### src/rtl/pong_ctrl.sv
// Pong game controller: serve/play/point/game-over sequencing, paddle and ball
// motion on frame ticks, wall and paddle bounces, and scoring.
module pong_ctrl #(
  parameter int WIDTH         = 32'd800,
  parameter int HEIGHT        = 32'd600,
  parameter int BALL_SIZE     = 32'd5,
  parameter int PADDLE_LENGTH = 32'd30,
  parameter int PADDLE_WIDTH  = 32'd5,
  parameter int PADDLE_STEP   = 32'd4,
  parameter int BALL_STEP     = 32'd2,
  parameter int SERVE_FRAMES  = 32'd60,
  parameter int WIN_SCORE     = 32'd9
) (
  input  logic       clk,
  input  logic       rst,
  input  logic       frame_tick,
  input  logic       start,
  input  logic       btn_l_up,
  input  logic       btn_l_dn,
  input  logic       btn_r_up,
  input  logic       btn_r_dn,
  output logic [9:0] ball_x,
  output logic [9:0] ball_y,
  output logic [9:0] paddle_l,
  output logic [9:0] paddle_r,
  output logic [3:0] score_l,
  output logic [3:0] score_r,
  output logic [2:0] state,
  output logic       game_over
);

  localparam logic [9:0]  CX    = 10'((WIDTH - BALL_SIZE) / 32'd2);
  localparam logic [9:0]  CY    = 10'((HEIGHT - BALL_SIZE) / 32'd2);
  localparam logic [9:0]  PC    = 10'((HEIGHT - PADDLE_LENGTH) / 32'd2);
  localparam logic [10:0] YMAX  = 11'(HEIGHT - 32'd2 - BALL_SIZE);
  localparam logic [10:0] PMAX  = 11'(HEIGHT - 32'd2 - PADDLE_LENGTH);
  localparam logic [10:0] XMIN  = 11'(PADDLE_WIDTH);
  localparam logic [10:0] XMAX  = 11'(WIDTH - PADDLE_WIDTH - 32'd2 - BALL_SIZE);
  localparam logic [10:0] B_SZ  = 11'(BALL_SIZE);
  localparam logic [10:0] B_ST  = 11'(BALL_STEP);
  localparam logic [10:0] P_LEN = 11'(PADDLE_LENGTH);
  localparam logic [10:0] P_ST  = 11'(PADDLE_STEP);
  localparam logic [3:0]  WIN   = 4'(WIN_SCORE);
  localparam int          CW    = $clog2(SERVE_FRAMES + 32'd1);
  localparam logic [CW-1:0] CNT_LAST = CW'(SERVE_FRAMES - 32'd1);
  localparam logic [CW-1:0] CNT_ONE  = CW'(32'd1);

  typedef enum logic [2:0] {
    IDLE  = 3'd0,
    SERVE = 3'd1,
    PLAY  = 3'd2,
    POINT = 3'd3,
    OVER  = 3'd4
  } state_t;

  state_t state_r, state_nx_s;

  logic [9:0]    ball_x_r, ball_y_r, paddle_l_r, paddle_r_r;
  logic [9:0]    ball_x_nx_s, ball_y_nx_s, paddle_l_nx_s, paddle_r_nx_s;
  logic [3:0]    score_l_r, score_r_r, score_l_nx_s, score_r_nx_s;
  logic          dx_r, dy_r, dx_nx_s, dy_nx_s;
  logic          game_over_r, game_over_nx_s;
  logic [CW-1:0] cnt_r, cnt_nx_s;

  logic [10:0] bx_s, by_s, pl_s, pr_s;
  logic        at_left_s, at_right_s, hit_l_s, hit_r_s, miss_l_s, miss_r_s, win_s;

  function automatic logic [9:0] paddle_next(input logic [9:0] p, input logic up, input logic dn);
    logic [10:0] pe;
    pe = {1'b0, p};
    if (up && !dn) begin
      if (pe < P_ST + 11'd1) paddle_next = 10'd1;
      else                   paddle_next = 10'(pe - P_ST);
    end else if (dn && !up) begin
      if (pe + P_ST > PMAX) paddle_next = PMAX[9:0];
      else                  paddle_next = 10'(pe + P_ST);
    end else begin
      paddle_next = p;
    end
  endfunction

  function automatic logic [3:0] score_inc(input logic [3:0] s);
    if (s >= WIN) score_inc = WIN;
    else          score_inc = s + 4'd1;
  endfunction

  // Collision tests always use the pre-update ball and paddle positions.
  assign bx_s       = {1'b0, ball_x_r};
  assign by_s       = {1'b0, ball_y_r};
  assign pl_s       = {1'b0, paddle_l_r};
  assign pr_s       = {1'b0, paddle_r_r};
  assign at_left_s  = !dx_r && (bx_s < XMIN + B_ST);
  assign at_right_s = dx_r && (bx_s + B_ST > XMAX);
  assign hit_l_s    = (by_s + B_SZ >= pl_s) && (by_s <= pl_s + P_LEN);
  assign hit_r_s    = (by_s + B_SZ >= pr_s) && (by_s <= pr_s + P_LEN);
  assign miss_l_s   = at_left_s && !hit_l_s;
  assign miss_r_s   = at_right_s && !hit_r_s;
  assign win_s      = (score_l_r == WIN) || (score_r_r == WIN);

  // State register
  always_ff @(posedge clk or posedge rst) begin
    if (rst) state_r <= IDLE;
    else     state_r <= state_nx_s;
  end

  // Next-state decode
  always_comb begin
    state_nx_s = state_r;
    case (state_r)
      IDLE:    if (start) state_nx_s = SERVE; else state_nx_s = IDLE;
      SERVE:   if (frame_tick && cnt_r == CNT_LAST) state_nx_s = PLAY; else state_nx_s = SERVE;
      PLAY:    if (frame_tick && (miss_l_s || miss_r_s)) state_nx_s = POINT; else state_nx_s = PLAY;
      POINT:   if (win_s) state_nx_s = OVER; else state_nx_s = SERVE;
      OVER:    if (start) state_nx_s = SERVE; else state_nx_s = OVER;
      default: state_nx_s = IDLE;
    endcase
  end

  // Next values for the registered game outputs
  always_comb begin
    ball_x_nx_s   = ball_x_r;
    ball_y_nx_s   = ball_y_r;
    paddle_l_nx_s = paddle_l_r;
    paddle_r_nx_s = paddle_r_r;
    score_l_nx_s  = score_l_r;
    score_r_nx_s  = score_r_r;
    dx_nx_s       = dx_r;
    dy_nx_s       = dy_r;
    cnt_nx_s      = cnt_r;
    case (state_r)
      IDLE: begin
        cnt_nx_s = cnt_r;
      end
      SERVE: begin
        ball_x_nx_s = CX;
        ball_y_nx_s = CY;
        if (frame_tick) begin
          paddle_l_nx_s = paddle_next(paddle_l_r, btn_l_up, btn_l_dn);
          paddle_r_nx_s = paddle_next(paddle_r_r, btn_r_up, btn_r_dn);
          if (cnt_r == CNT_LAST) cnt_nx_s = '0;
          else                   cnt_nx_s = cnt_r + CNT_ONE;
        end else begin
          cnt_nx_s = cnt_r;
        end
      end
      PLAY: begin
        if (frame_tick) begin
          paddle_l_nx_s = paddle_next(paddle_l_r, btn_l_up, btn_l_dn);
          paddle_r_nx_s = paddle_next(paddle_r_r, btn_r_up, btn_r_dn);
          if (!dy_r && by_s < B_ST + 11'd1) begin
            ball_y_nx_s = 10'd1;
            dy_nx_s     = 1'b1;
          end else if (dy_r && by_s + B_ST > YMAX) begin
            ball_y_nx_s = YMAX[9:0];
            dy_nx_s     = 1'b0;
          end else if (dy_r) begin
            ball_y_nx_s = 10'(by_s + B_ST);
          end else begin
            ball_y_nx_s = 10'(by_s - B_ST);
          end
          if (at_left_s) begin
            ball_x_nx_s = XMIN[9:0];
            if (hit_l_s) dx_nx_s = 1'b1;
            else         score_r_nx_s = score_inc(score_r_r);
          end else if (at_right_s) begin
            ball_x_nx_s = XMAX[9:0];
            if (hit_r_s) dx_nx_s = 1'b0;
            else         score_l_nx_s = score_inc(score_l_r);
          end else if (dx_r) begin
            ball_x_nx_s = 10'(bx_s + B_ST);
          end else begin
            ball_x_nx_s = 10'(bx_s - B_ST);
          end
        end else begin
          ball_x_nx_s = ball_x_r;
        end
      end
      POINT: begin
        // A miss leaves dx unchanged, so it already points at the conceding side.
        ball_x_nx_s = CX;
        ball_y_nx_s = CY;
        dx_nx_s     = dx_r;
      end
      OVER: begin
        if (start) begin
          score_l_nx_s  = 4'd0;
          score_r_nx_s  = 4'd0;
          paddle_l_nx_s = PC;
          paddle_r_nx_s = PC;
        end else begin
          score_l_nx_s = score_l_r;
        end
      end
      default: begin
        cnt_nx_s = '0;
      end
    endcase
    game_over_nx_s = (state_nx_s == OVER);
  end

  // Game datapath registers
  always_ff @(posedge clk or posedge rst) begin
    if (rst) begin
      ball_x_r    <= CX;
      ball_y_r    <= CY;
      paddle_l_r  <= PC;
      paddle_r_r  <= PC;
      score_l_r   <= 4'd0;
      score_r_r   <= 4'd0;
      dx_r        <= 1'b1;
      dy_r        <= 1'b1;
      cnt_r       <= '0;
      game_over_r <= 1'b0;
    end else begin
      ball_x_r    <= ball_x_nx_s;
      ball_y_r    <= ball_y_nx_s;
      paddle_l_r  <= paddle_l_nx_s;
      paddle_r_r  <= paddle_r_nx_s;
      score_l_r   <= score_l_nx_s;
      score_r_r   <= score_r_nx_s;
      dx_r        <= dx_nx_s;
      dy_r        <= dy_nx_s;
      cnt_r       <= cnt_nx_s;
      game_over_r <= game_over_nx_s;
    end
  end

  assign ball_x    = ball_x_r;
  assign ball_y    = ball_y_r;
  assign paddle_l  = paddle_l_r;
  assign paddle_r  = paddle_r_r;
  assign score_l   = score_l_r;
  assign score_r   = score_r_r;
  assign state     = state_r;
  assign game_over = game_over_r;

endmodule

### config.mk
export PLATFORM = sky130hd
export DESIGN_NAME = pong_ctrl
export DESIGN_NICKNAME = d
export VERILOG_FILES = /design/src/rtl/pong_ctrl.sv
export SDC_FILE = /design/constraint.sdc
export NUM_CORES = 1
export LEC_CHECK = 0
export ABC_CLOCK_PERIOD_IN_PS = 7500
export BUFFER_PORTS_ARGS = -buffer_cell sky130_fd_sc_hd__buf_2
export CORE_MARGIN = 8
export CORE_UTILIZATION = 50
export DETAILED_ROUTE_END_ITERATION = 8
export PLACE_DENSITY_LB_ADDON = 0.15
export SLEW_MARGIN = 10
export SYNTH_ARGS = -nofsm -noshare
export SYNTH_HDL_FRONTEND = slang
export SYNTH_SLANG_ARGS = --single-unit
### constraint.sdc
create_clock -name clk -period 7.5 [get_ports clk]
set_clock_uncertainty 0.2 [all_clocks]
set_input_delay 1.125 -clock clk [delete_from_list [all_inputs] [get_ports clk]]
set_output_delay 1.125 -clock clk [all_outputs]
set_load 0.02 [all_outputs]
# ---- Word-level counts from Yosys, hierarchy flattened
# Cells that the tools add are included.
dict set report word_totals {
  elab_cells 152
  regBits 60
}
dict set report op_classes {
  order_cmp 14
  n_eq_ne 20
  bitwise_logic 1
  reduce_logical 42
  n_mux 50
  n_addsub 14
}
# cell n
set op_table {}
lappend op_table {{10-bit two-way mux} 19}
lappend op_table {{10-bit case mux with 2 select lines} 4}
lappend op_table {{11-bit by 10-bit greater-than comparator with 1-bit output, second input constant} 4}
lappend op_table {{4-bit two-way mux} 10}
lappend op_table {{10-bit by 3-bit adder with 11-bit output, second input constant} 3}
lappend op_table {{10-bit by 3-bit less-than comparator with 1-bit output, second input constant} 3}
lappend op_table {{10-bit by 2-bit adder with 11-bit output, second input constant} 2}
lappend op_table {{10-bit by 5-bit adder with 11-bit output, second input constant} 2}
lappend op_table {{11-bit by 10-bit greater-or-equal comparator with 1-bit output} 2}
lappend op_table {{10-bit by 11-bit <= comparator with 1-bit output} 2}
lappend op_table {{10-bit by 2-bit subtractor with 10-bit output, second input constant} 2}
lappend op_table {{10-bit by 3-bit subtractor with 10-bit output, second input constant} 2}
lappend op_table {{2-bit inequality test, second input constant} 8}
lappend op_table {{4-bit case mux with 2 select lines} 2}
lappend op_table {{3-bit case mux with 5 select lines} 1}
lappend op_table {{1-bit logical AND} 14}
lappend op_table {{6-bit two-way mux} 2}
lappend op_table {{6-bit case mux with 2 select lines} 1}
lappend op_table {{2-bit nonzero test} 6}
lappend op_table {{10-bit by 2-bit less-than comparator with 1-bit output, second input constant} 1}
lappend op_table {{5-bit AND reduction} 2}
lappend op_table {{4-bit by 1-bit adder with 4-bit output, second input constant} 2}
lappend op_table {{4-bit == test, second input constant} 2}
lappend op_table {{4-bit greater-or-equal comparator, second input constant} 2}
lappend op_table {{other kinds (20)} 43}

# ---- Longest topological paths before layout
dict set report logic_depth {
  depth_word 10
  ltp_mapped 14
  ltp_nobuf 13
}

# ---- Worst setup path after synthesis
# OpenSTA, ideal clock, no wires.
dict set report synth_timing {
  kind {register -> register}
  startpoint {register paddle_r_r[2] (netlist: paddle_r[2])}
  endpoint {register score_l_r[2] (netlist: score_l[2])}
  path_stages_with_launch 14
  n_path_buf 0
  path_slack_ns 4.133
  arrival_time_ns 3.036
  path_cell_list {dfstp_2 > inv_1 > ha_1 > nand2b_1 > nand2_1 > xnor2_1 > ha_1 > and3_1 > nand3_1 > o211a_1 > o32a_1 > o21ai_0 > and2_1 > o211ai_1}
}
dict set report synth_between {
  elab_chain_len 5
}
# item line
set synth_rtl {}
lappend synth_rtl {{start: declaration} 58} ;# logic [9:0] ball_x_r, ball_y_r, paddle_l_r, paddle_r_r;
lappend synth_rtl {{start signal: assignment} 218} ;# paddle_r_r <= paddle_r_nx_s;
lappend synth_rtl {{10-bit by 5-bit adder with 11-bit output} 95} ;# assign hit_r_s = (by_s + B_SZ >= pr_s) && (by_s <= pr_s + P_LEN);
lappend synth_rtl {{10-bit by 11-bit <= comparator with 1-bit output} 95}
lappend synth_rtl {{1-bit logical AND *} 95}
lappend synth_rtl {{2-bit inequality test (no line) *} --}
lappend synth_rtl {{6-bit AND reduction (no line) *} --}
lappend synth_rtl {{end signal: assignment} 219} ;# score_l_r <= score_l_nx_s;
lappend synth_rtl {{end: declaration} 60} ;# logic [3:0] score_l_r, score_r_r, score_l_nx_s, score_r_nx_s;
# Every way passes the cells marked *; elsewhere a longest branch is shown, timed or not.
# A chain may end at the register's enable or synchronous reset.

# ---- Worst setup path after layout
dict set report layout_timing {
  startpoint {register paddle_l_r[2] (netlist: paddle_l[2])}
  endpoint {register score_r_r[3] (netlist: score_r[3])}
}
dict set report layout_between {
  elab_chain_len 5
}
# item line
set layout_rtl {}
lappend layout_rtl {{start: declaration} 58}
lappend layout_rtl {{start signal: assignment} 217} ;# paddle_l_r <= paddle_l_nx_s;
lappend layout_rtl {{10-bit by 5-bit adder with 11-bit output} 94} ;# assign hit_l_s = (by_s + B_SZ >= pl_s) && (by_s <= pl_s + P_LEN);
lappend layout_rtl {{10-bit by 11-bit <= comparator with 1-bit output} 94}
lappend layout_rtl {{1-bit logical AND *} 94}
lappend layout_rtl {{2-bit inequality test (no line) *} --}
lappend layout_rtl {{5-bit AND reduction (no line) *} --}
lappend layout_rtl {{end signal: assignment} 220} ;# score_r_r <= score_r_nx_s;
lappend layout_rtl {{end: declaration} 60}
# Marks and branches as above.

==> results.yml <==
timing:
  setup_viol: 0
  period_share_pct: 49.6
  drv_slew: 0
  whs_ps: 312
  max_freq_ghz: 0.269
  fin_crit_ps: 3720
  rsz0062_at_grt: "false"
  tns_ps: 0
  relSlewSlack_pct: 43.7
  hold_violations: 0
  worst_pin_slew_ps: 841
detailed_routing:
  first_pass_iters: 5
  initialDrtViolationCount: 604
  routed-via-count: 5867
  wirelength_um: 17400
  wire_per_inst_um: 18.6
  drc: 0
  viasPerCell: 6.28
  antenna_left: 0
cts:
  post-cts-setup-buffers: 0
  cts_hold_buf: 0
  cts_buffers: 9
  cts.sinks: 58
  clkLatencyLatePin_ps: 340
  cts_max_path_buffers: 2
  cts_max_level: 3
  clk_pin_slew_ps: 60
  cts_root_buf: "clkbuf_16"
  ctsResizeCount: 0
  cts_tree: "built"
cells_and_area:
  multiInputGateArea_um2: 4070
  post_route_cells_drive_above_1_share_pct: 14.9
  most-common-layout-cells: "nand2_1 (75), o21ai_0 (65), ha_1 (60)"
  instances_no_fill: 934
  syn_to_final_growth_pct: 10.4
  diodes: 0
  register_area_um2: 1480
  nets: 854
  fill_cells: 1061
  final_common_cell: "nand2_1"
floorplanning:
  die_x_um: 125
  die_h_um: 125
  ioPinCount: 60
  die-area_um2: 15500
  core_um2: 11500
  start_util_pct: 51.4
  row_count: 39
synth:
  synth.distinct_cells: 73
  postSynthAreaPerCell_um2: 7.78
  synth_edf_count: 0
  synthCells: 758
  synth_warnings: 0
  yosys.area.top_type: "dfrtp_1"
  synth_top_area_share_pct: 15.7
  synth_area_um2: 5900
  synthFlopType: "dfrtp_1"
  ys_seq_elements: 58
  synthArstFlopShare_pct: 100
  ys_top_cells_by_area: "dfrtp_1 (16%), ha_1 (13%), dfstp_2 (9.4%)"
  yosysSeqAreaShare_pct: 25.1
worst_setup_path:
  critPathBufInv: 1
  start_kind: "flip-flop"
  crit_slowest_cell: "o31ai_1"
  cp.arrival_ps: 3700
  crit_path_end_kind: "flip-flop"
  r2r_end: "score_r[3]$_DFFE_PP0P_"
  critPathKind: "flip-flop to flip-flop"
  critPathTopFamily: "compound AO/OA/AOI/OAI gates"
  slowest_delay_ps: 720
  critical_path.cell_chain: "inv_1, ha_1, nand2b_1, nand4_1, xnor2_1, ha_1, nor4_1, nand2_1, a31oi_1, a211oi_1, o31ai_1, o21ai_0"
  reg2reg_slack_ps: 3780
  reg2reg_from: "paddle_l[2]$_DFFE_PP1P_"
  cp_max_fo: 12
  required_ps: 7480
  cp_common_cell: "ha_1"
  critPathLaunch: "paddle_l[2]$_DFFE_PP1P_"
  reg2reg_depth: 12
global_route:
  grt_pass1_vias: 5570
  grt_first_pass_wirelength_um: 28100
  grt_max_degree: 59
  grt.total_usage_pct: 21.6
  overflow: 0
  antenna_found_initial: 0
pwr:
  p_per_area_nw_per_um2: 260
  seqPwrFrac_pct: 29.3
  switchingPower_uw: 706
  power_frac_comb_pct: 43.4
  internal_power_uw: 985
  peakVddDrop_mv: 0.219
  leakagePower_uw: 0.00280
  swShare_pct: 41.8
  clkPwrFrac_pct: 27.4
place:
  gp_congestion: 0.909
  place_inst: 918
  io_buffer_count: 57
  place_hpwl_um: 12700
run:
  drv_cap: 0
min_path:
  min_path_cells: 2
  hold_class: "flip-flop to flip-flop"
  hold_path_startpoint: "ball_x[0]$_DFFE_PP1P_"
  min_to: "ball_x[0]$_DFFE_PP1P_"
status:
  status: "completed"
[synth_stat cells, types with 9 or more instances]
cell type / count
nand2_1: 75
o21ai_0: 65
ha_1: 60
nor2_1: 54
inv_1: 43
a21oi_1: 42
dfrtp_1: 37
nand3_1: 35
xnor2_1: 31
a31oi_1: 21
dfstp_2: 21
nor3_1: 21
clkbuf_1: 20
nand2b_1: 20
buf_2: 16
nand4_1: 14
o22ai_1: 11
a21o_1: 10
nor2b_1: 10
nor4_1: 9
[cells by family after synthesis]
family	count (synthesis)	synth area share, %
AO/OA/AOI/OAI	227	25.1
XOR/XNOR	39	5.79
adder cells (fa/ha/maj)	60	12.7
buffers and inverters	85	6.03
flip-flops	58	25.1
multiplexers	4	0.828
other	1	0.0636
AND/OR/NAND/NOR	284	24.3
[per-layer routing]
layer	track usage (%)	up-vias	wire length (um)
li1	-	2824	-
met1	27.5	2781	7670
met2	35.4	235	8150
met3	4.21	27	1180
met4	7.87	0	371
met5	0	-	0
[power groups by stage]
stage                     combinational [uW]  sequential, uW  clock (uW)
after floorplan                          555             475           0
after global placement                   704             492           0
after detailed placement                 717             496           0
after CTS                                724             492         473
after global routing                     811             504         480
final                                    734             495         463
[final cells by class]
cell class	count	share of cell area (%)
multi-input cells	616	62.5
well taps	143	2.75
clock inverters	4	1.15
inverters	43	2.48
repair buffers	58	4.50
flip-flops and latches	58	22.7
clock buffers	12	3.94
[worst min-delay path: stages (launching register included)]
cell and delay (ps):
dfstp_2 390, o21ai_0 70, nand2_1 50
[sequential cells by signal, summed over array words and instances (netlist names)]
signal and cells:
ball_y 10, cnt_r 6, paddle_l 9, state 3
ball_x 10, paddle_r 9, dx_r 1, dy_r 1
game_over 1, score_r 4, score_l 4
[per-stage QoR]
stage | util (%) | total power (uW) | area (um2) | setup WS, ps
floorplan | - | 1030 | 5900 | 4130
global placement | 53.9 | 1200 | 6180 | 3960
detailed placement | 53.9 | 1210 | 6180 | 3800
CTS | 56.8 | 1690 | 6510 | 3790
global route | 56.8 | 1790 | 6510 | 3440
finish | 56.8 | 1690 | 6510 | 3780
[worst max path at each step]
stage / to / slack (ps) / depth (start not counted)
final: score_r[3]$_DFFE_PP0P_ / 3780 / 12
after global routing: score_r[1]$_DFFE_PP0P_ / 3440 / 12
after CTS: score_r[3]$_DFFE_PP0P_ / 3790 / 12
after detailed placement: score_r[3]$_DFFE_PP0P_ / 3800 / 12
after global placement: score_l[2]$_DFFE_PP0P_ / 3960 / 13
after floorplan: score_l[2]$_DFFE_PP0P_ / 4130 / 13
(Power assumes the default switching activity.)
